<file path="config.mk">
export PLATFORM = sky130hd
export DESIGN_NAME = mem_wb_stage
export DESIGN_NICKNAME = d
export VERILOG_FILES = /design/src/rtl/cpu_types_pkg.sv /design/src/rtl/mem_wb_register.sv /design/src/rtl/mem_wb_stage.sv
export SDC_FILE = /design/constraint.sdc
export NUM_CORES = 1
export LEC_CHECK = 0
export ABC_AREA = 0
export BUFFER_PORTS_ARGS = -buffer_cell sky130_fd_sc_hd__buf_4
export CELL_PAD_IN_SITES_DETAIL_PLACEMENT = 1
export CELL_PAD_IN_SITES_GLOBAL_PLACEMENT = 1
export CORE_AREA = 2 2 182 184
export DETAILED_ROUTE_END_ITERATION = 16
export DIE_AREA = 0 0 184 186
export PLACE_DENSITY = 0.65
export SLEW_MARGIN = 20
export SYNTH_ARGS = -nofsm -noshare
export SYNTH_HDL_FRONTEND = slang
export SYNTH_SLANG_ARGS = --single-unit
export TNS_END_PERCENT = 20
</file>
<file path="constraint.sdc">
create_clock -name CLK -period 1.87 [get_ports CLK]
set_input_delay 0 -clock CLK [delete_from_list [all_inputs] [get_ports CLK]]
set_output_delay 0 -clock CLK [all_outputs]
set_load 0.01 [all_outputs]
</file>
<file path="src/rtl/cpu_types_pkg.sv">
// Shared CPU types: machine word, MEM/WB state encoding, WB bundle.
// The WB bubble constant is the all-zero bundle.
package cpu_types_pkg;

    typedef logic [31:0] word_t;

    typedef enum logic [1:0] {
        IDLE,
        WAIT,
        HALTED
    } mem_state_t;

    typedef struct packed {
        word_t       pc;
        word_t       instr;
        word_t       alu_out;
        word_t       imm;
        word_t       dmemload;
        logic [4:0]  wsel;
        logic        RegWr;
        logic        MemtoReg;
        logic        is_halt;
        logic [1:0]  WriteSrc;
    } wb_t;

    localparam wb_t WB_BUBBLE = '0;

endpackage

</file>
<file path="src/rtl/mem_wb_register.sv">
// MEM/WB pipeline register.
// Ports: CLK, nRST (async low), en (load), flush (load bubble, wins), d/q bundle.
module mem_wb_register
    import cpu_types_pkg::*;
(
    input  logic CLK,
    input  logic nRST,
    input  logic en,
    input  logic flush,
    input  wb_t  d,
    output wb_t  q
);

    always_ff @(posedge CLK or negedge nRST) begin
        if (!nRST) begin
            q <= WB_BUBBLE;
        end else if (flush) begin
            q <= WB_BUBBLE;
        end else if (en) begin
            q <= d;
        end
    end

endmodule

</file>
<file path="src/rtl/mem_wb_stage.sv">
// MEM stage dcache sequencer plus MEM/WB register.
// Ports: MEM-stage operands/controls in, dcache request out,
//        mem_stall, WB register fields, sticky halt, stall cycle count.
module mem_wb_stage
    import cpu_types_pkg::*;
#(
    parameter int CNT_W = 16
) (
    input  logic              CLK,
    input  logic              nRST,
    input  logic [31:0]       pc_MEM,
    input  logic [31:0]       instr_MEM,
    input  logic [31:0]       alu_out_MEM,
    input  logic [31:0]       busB_MEM,
    input  logic [31:0]       imm_MEM,
    input  logic [4:0]        wsel_MEM,
    input  logic              MemWr_MEM,
    input  logic              MemRead_MEM,
    input  logic              MemtoReg_MEM,
    input  logic              RegWr_MEM,
    input  logic              is_halt_MEM,
    input  logic              datomic_MEM,
    input  logic [1:0]        WriteSrc_MEM,
    input  logic              flush_MEM_WB,
    input  logic              dhit,
    input  logic [31:0]       dmemload,
    output logic              dREN,
    output logic              dWEN,
    output logic              datomic,
    output logic [31:0]       dmemaddr,
    output logic [31:0]       dmemstore,
    output logic              mem_stall,
    output logic [31:0]       pc_WB,
    output logic [31:0]       instr_WB,
    output logic [31:0]       alu_out_WB,
    output logic [31:0]       imm_WB,
    output logic [31:0]       dmemload_WB,
    output logic [4:0]        wsel_WB,
    output logic              RegWr_WB,
    output logic              MemtoReg_WB,
    output logic              is_halt_WB,
    output logic [1:0]        WriteSrc_WB,
    output logic              halt,
    output logic [CNT_W-1:0]  stall_cycles
);

    localparam logic [CNT_W-1:0] CNT_ONE = {{(CNT_W-1){1'b0}}, 1'b1};

    mem_state_t       state_q;
    logic             halt_q;
    logic [CNT_W-1:0] scnt_q;

    logic mem_op;
    logic req;
    logic halted;
    logic wb_flush;
    wb_t  wb_d;
    wb_t  wb_q;

    assign mem_op = MemRead_MEM | MemWr_MEM;
    assign halted = (state_q == HALTED);

    // nRST gates the request so the dcache sees nothing during reset.
    assign req = nRST & ~halted & mem_op;

    assign dREN      = req & MemRead_MEM;
    assign dWEN      = req & MemWr_MEM;
    assign datomic   = req & datomic_MEM;
    assign dmemaddr  = req ? alu_out_MEM : '0;
    assign dmemstore = req ? busB_MEM : '0;
    assign mem_stall = req & ~dhit;

    // A stalled op must never be dropped, so stall masks flush by
    // loading a bubble itself and holding the request open.
    assign wb_flush = mem_stall | flush_MEM_WB | halted;

    always_comb begin
        wb_d          = WB_BUBBLE;
        wb_d.pc       = pc_MEM;
        wb_d.instr    = instr_MEM;
        wb_d.alu_out  = alu_out_MEM;
        wb_d.imm      = imm_MEM;
        wb_d.dmemload = dmemload;
        wb_d.wsel     = wsel_MEM;
        wb_d.RegWr    = RegWr_MEM;
        wb_d.MemtoReg = MemtoReg_MEM;
        wb_d.is_halt  = is_halt_MEM;
        wb_d.WriteSrc = WriteSrc_MEM;
    end

    mem_wb_register u_reg (
        .CLK   (CLK),
        .nRST  (nRST),
        .en    (~halted),
        .flush (wb_flush),
        .d     (wb_d),
        .q     (wb_q)
    );

    always_ff @(posedge CLK or negedge nRST) begin
        if (!nRST) begin
            state_q <= IDLE;
            halt_q  <= 1'b0;
            scnt_q  <= '0;
        end else begin
            case (state_q)
                IDLE: begin
                    if (mem_op) begin
                        if (!dhit) state_q <= WAIT;
                    end else if (is_halt_MEM && !flush_MEM_WB) begin
                        state_q <= HALTED;
                        halt_q  <= 1'b1;
                    end
                end
                WAIT: begin
                    if (scnt_q != '1) scnt_q <= scnt_q + CNT_ONE;
                    if (dhit) state_q <= IDLE;
                end
                HALTED: begin
                    halt_q <= 1'b1;
                end
                default: state_q <= IDLE;
            endcase
        end
    end

    assign pc_WB        = wb_q.pc;
    assign instr_WB     = wb_q.instr;
    assign alu_out_WB   = wb_q.alu_out;
    assign imm_WB       = wb_q.imm;
    assign dmemload_WB  = wb_q.dmemload;
    assign wsel_WB      = wb_q.wsel;
    assign RegWr_WB     = wb_q.RegWr;
    assign MemtoReg_WB  = wb_q.MemtoReg;
    assign is_halt_WB   = wb_q.is_halt;
    assign WriteSrc_WB  = wb_q.WriteSrc;
    assign halt         = halt_q;
    assign stall_cycles = scnt_q;

endmodule
</file>
# Yosys cells after proc, flatten, opt, wreduce, memory -nomap -nowiden

Cells that the tools add are included.

Bits in registers: 189
Bits in latches: 0
Memory bits (writable): 0
Memory bits (read-only): 0
Output and inout bits: 255
Logic and storage cells: 53
Memories: 0

Add/sub/neg operators: 1
$mul: 0
Divide/modulo/power cells: 0
Magnitude comparators: 0
Equality and inequality tests: 9
Shifts and indexed selects: 0
Mux-type cells: 12
Bitwise logic cells: 11
Reductions and logical operators: 7

Operator list:

| operator                                                               | number |
|---|---|
| 170-bit two-way mux                                                    | 2 |
| 32-bit two-way mux                                                     | 2 |
| 16-bit by 1-bit adder with 16-bit output (second input constant)       | 1 |
| 16-bit != test (second input constant)                                 | 1 |
| 2-bit two-way mux                                                      | 4 |
| 1-bit AND                                                              | 6 |
| 2-bit != test (second input constant)                                  | 3 |
| 3-bit != test (second input constant)                                  | 2 |
| 2-bit case mux with 3 select lines                                     | 1 |
| 4-bit AND reduction                                                    | 1 |
| 1-bit OR                                                               | 3 |
| 3-bit AND reduction                                                    | 1 |
| 2-bit by 1-bit equality test with 1-bit output (second input constant) | 1 |
| 2-bit equality test (second input constant)                            | 1 |
| 2-bit logical NOT                                                      | 1 |
| 1-bit two-way mux                                                      | 2 |
| 2-bit by 1-bit != test with 1-bit output (second input constant)       | 1 |
| 1-bit inverter                                                         | 2 |
| 1-bit case mux with 2 select lines                                     | 1 |
| 2-bit AND reduction                                                    | 1 |
| 2-bit nonzero test                                                     | 1 |
| 1-bit logical AND                                                      | 1 |
| 1-bit logical NOT                                                      | 1 |

# Logic depth before layout (Yosys ltp)

Word-level depth: 8
Mapped depth: 6
Gate-level depth less buffers: 5

# Hierarchy

From an unflattened synthesis, not the netlist that was laid out.

Cell total of the unflattened synthesis: 716
Area total of the unflattened synthesis: 8453.1 µm²

Modules (own cells, without submodules):

| module          | times used | cells each | area an instance (µm²) | sequential area each (µm²) |
|---|---|---|---|---|
| mem_wb_register | 1          | 548        | 6942.9                 | 4254.1 |
| mem_wb_stage    | 1          | 168        | 1510.2                 | 475.5 |

# Least setup slack after synthesis

Ideal clock, no wire load.

Path type: reg2reg
Start: register scnt_q[0], in the netlist stall_cycles[0]
End: register scnt_q[1], in the netlist stall_cycles[1]
Library setup time: 125 ps
Arrival: 1625 ps
Required time: 1745 ps
Slack: 120 ps
Cell stages (with the launch flop): 6
Path through: dfrtp_1 ha_1 nand4_2 nor4_4 nor2_2 mux2_4

Longest elaborated chain between the ends: 2

RTL lines:

| element                                                                                          | RTL line            | source |
|---|---|---|
| from (decl)                                                                                      | mem_wb_stage.sv:51  | `logic [CNT_W-1:0] scnt_q;` |
| from (signal assigned)                                                                           | mem_wb_stage.sv:116 | `if (scnt_q != '1) scnt_q <= scnt_q + CNT_ONE;` |
| parallel branches: the longest is 2 deep, another holds 16-bit by 1-bit adder with 16-bit output | n/a                 |  |

Parallel ways; which one is timed is not known.
A chain may end at the register's enable or synchronous reset.

# Worst setup path after layout

Start: register state_q[0]
End: register u_reg.q[38] (netlist bit)

Longest elaborated chain between the ends: 8

RTL lines:

| element                                                                                          | RTL line              | source |
|---|---|---|
| from (decl)                                                                                      | mem_wb_stage.sv:49    | `mem_state_t state_q;` |
| from (signal assigned)                                                                           | mem_wb_stage.sv:102   | `state_q <= IDLE;` |
| from (signal assigned)                                                                           | mem_wb_stage.sv:109   | `if (!dhit) state_q <= WAIT;` |
| from (signal assigned)                                                                           | mem_wb_stage.sv:111   | `state_q <= HALTED;` |
| 2-bit equality test *                                                                            | mem_wb_stage.sv:61    | `assign halted = (state_q == HALTED);` |
| 1-bit inverter (no line)                                                                         | n/a                   |  |
| 1-bit AND (2 in a row)                                                                           | mem_wb_stage.sv:64    | `assign req = nRST & ~halted & mem_op;` |
| 1-bit AND                                                                                        | mem_wb_stage.sv:71    | `assign mem_stall = req & ~dhit;` |
| 1-bit OR (2 in a row)                                                                            | mem_wb_stage.sv:75    | `assign wb_flush = mem_stall \| flush_MEM_WB \| halted;` |
| 2-bit by 1-bit != test with 1-bit output (no line) / 170-bit two-way mux (equally long branches) | n/a                   |  |
| to (signal assigned)                                                                             | mem_wb_register.sv:16 | `q <= WB_BUBBLE;` |
| to (signal assigned)                                                                             | mem_wb_register.sv:18 | `q <= WB_BUBBLE;` |
| to (signal assigned)                                                                             | mem_wb_register.sv:20 | `q <= d;` |
| to (decl)                                                                                        | mem_wb_register.sv:11 | `output wb_t q` |

Every way passes the cells marked *; elsewhere a longest branch is shown, timed or not.

==> impl_metrics.toml <==
[route]
vias_per_cell = 3.99
drt_iter0_markers = 220
firstDrtPassIters = 4
wire_per_inst_um = 17.9
drc = 0
route.final.wire_length_mm = 28.4
ant_nets = 0
via_count = 6326

[timing]
finalCritPeriodShare = 0.947
maxSlewViolCount = 0
worst_pin_slew_ns = 0.886
setup-violations-final = 0
hold_viol_final = 0
fmax_mhz = 565
hold_ws_ns = 0.0892
slew_headroom = 0.409
rsz0062_at_grt = "no"
fin_worst_skew_ns = 0.0160
min_period_ns = 1.77
fin_tns_setup_ns = 0

[final_layout]
nets = 1373
drive_above_1_share = 0.442
area_growth_syn_to_layout_pct = 92.4
fill_cells = 3521
fin_cells = 1587
utilization = 0.412

[clock_tree]
root_buffer = "clkbuf_16"
clkTransAtPathRegs_ns = 0.08
clock-sinks = 189
clock_latency_ns = 0.43
cts_buffers = 17
ctsHtreeMaxLevel = 4
cts_tree = "built"
cts_max_path_buffers = 2

[pwr]
combPwrFrac = 0.206
sw_frac_of_total = 0.269
p_switching_mw = 2.83
p_int_mw = 7.68
powerDensity_nw_per_um2 = 792
pwr-share-clk = 0.361
p_leak_nw = 6.79
vdd_drop_max_mv = 0.571
power_mw = 10.5
p_seq_frac = 0.433

[logic_synthesis]
synth_top_cells_by_count = "and2_1, dfrtp_1, clkbuf_1"
yosysSeqAreaShare = 0.686
syn_inst = 519
syn-cell-area_um2 = 6900
ys_warn_count = 0
ys_seq_elements = 189
syn-num-nets = 729
yosys.area.top_type = "dfrtp_1"
synth_edf_count = 0
synthTopCellsByArea = "dfrtp_1, and2_1, buf_6"
synth_top_flop_cell = "dfrtp_1"
synth_top_area_frac = 0.686
yosysMostFrequentCell = "and2_1"
synth.distinct_cells = 35
avgSynthCellArea_um2 = 13.3
synthArstFlopShare = 1.00

[grt]
grt_pass1_wl_mm = 41.7
grt_pass1_vias = 7180
grt_overflow = 0
antenna_found_initial = 3
grt_max_degree = 145
grt_usage = 0.163

[place]
numPortBuffers = 463
dp_cells = 1373
gp_congestion = 0.776
dp_hpwl_mm = 19.0

[setup_path]
crit_type = "register to register"
arrival_ns = 2.13
critPathRequiredTime_ns = 2.23
crit_path_start_kind = "register"
critical_path_peak_fanout = 101
crit_path_end_kind = "register"

[floorplan]
die_x_um = 184
pin_count = 464
row_count = 66
dieArea_um2 = 34200
start_util = 0.214
die_h_um = 186
core_area_um2 = 32200

[status]
status = "completed"

[run]
cap_violations = 0

[hold_path]
hp-class = "primary input to register"
==> timing repair <==
action / CTS / global route
endpoints found under the setup margin: 1 / 37
endpoints found under the hold margin: 361 / 0
hold buffers: 174 / 0
pin swaps: 1 / 2
buffers inserted: 3 / 0
cloned: 1 / 1
gates resized for setup: 3 / 1
==> logic make-up (layout without fill, tap and decap cells) <==
group                      Yosys count  count (layout)  share of synthesized area
xor gates and xnor gates            13              13                     0.0165
other                                0               3                          0
AOI/OAI and AO/OA                    3               3                    0.00254
muxes                                2               2                    0.00381
and+or+nand+nor                    284             284                      0.263
buffers and inverters               27             684                     0.0263
adders and majority gates            1               1                    0.00181
DFF                                189             189                      0.686
==> power groups by stage <==
stage	clock network (mW)	logic [mW]	registers [mW]
floorplan	0	0.499	4.75
global placement	0	1.79	4.61
detailed placement	0	1.82	4.63
CTS	3.92	2.16	4.55
global route	4.09	2.34	4.59
finish	3.80	2.16	4.55
==> worst paths after layout <==
path	start	to	slack, ns	depth (start not counted)
worst min register to register	halt	halt	0.48	1
worst min-delay path	MemRead_MEM	state_q[1]	0.09	4
worst max register to register	state_q[0]	u_reg.q[38]	0.1	6
worst max-delay path	state_q[0]	u_reg.q[38]	0.1	6
max in group asynchronous	nRST	u_reg.q[109]	0.85	3
min in group asynchronous	nRST	u_reg.q[14]	0.34	3
==> flip-flops by register name, summed over array words and instances, names as in the netlist <==
name	flops
halt	1
stall_cycles	16
state_q	2
u_reg.q	170
==> per-layer routing <==
metal	vias to the layer above	track usage	part of all wire
met4	0	0.0550	0.021
met1	3099	0.168	0.36
li1	2894	-	-
met3	29	0.0497	0.074
met5	-	0	0
met2	304	0.311	0.54
==> critical path, cell delays in order (launching register included) <==
cell	delay [ns]
dfrtp_2	0.46
nor2b_4	0.16
buf_4	0.16
nor4_4	0.05
nor3_4	0.23
buf_12	0.31
and2_1	0.22
==> area by class of cell <==
cell class | instances | area, um2 | area share
inverter | 2 | 7.51 | 0.000566
multi-input combinational | 303 | 2000 | 0.150
tap | 408 | 510 | 0.0385
timing repair buffer | 650 | 5410 | 0.408
sequential | 189 | 4730 | 0.356
antenna | 3 | 7.51 | 0.000566
clock inverter | 12 | 158 | 0.0119
clock buffer | 20 | 447 | 0.0337
==> layout by cell type, fill, tap and decap left out, types with 3 or more instances in the layout <==
master / Yosys / routed
dlygate4sd3_1: 0 / 174
clkinvlp_4: 0 / 4
buf_12: 0 / 4
and3_1: 4 / 4
and2_1: 235 / 235
nand4_1: 5 / 5
nor2_1: 7 / 7
buf_4: 1 / 468
clkbuf_16: 0 / 18
dfrtp_1: 189 / 188
nand2_1: 4 / 4
inv_8: 0 / 3
diode_2: 0 / 3
nand3_1: 3 / 3
xor2_1: 10 / 10
xnor2_1: 3 / 3
nor3_1: 8 / 7
==> per-stage QoR <==
step,instance area (um2),setup slack [ns]
2_1_floorplan,6900,0.120
3_3_place_gp,10800,0.178
3_5_place_dp,10800,0.0861
4_1_cts,13200,0.0167
5_1_grt,13300,0.00771
6_report,13300,0.0986
(Power assumes the default switching activity.)
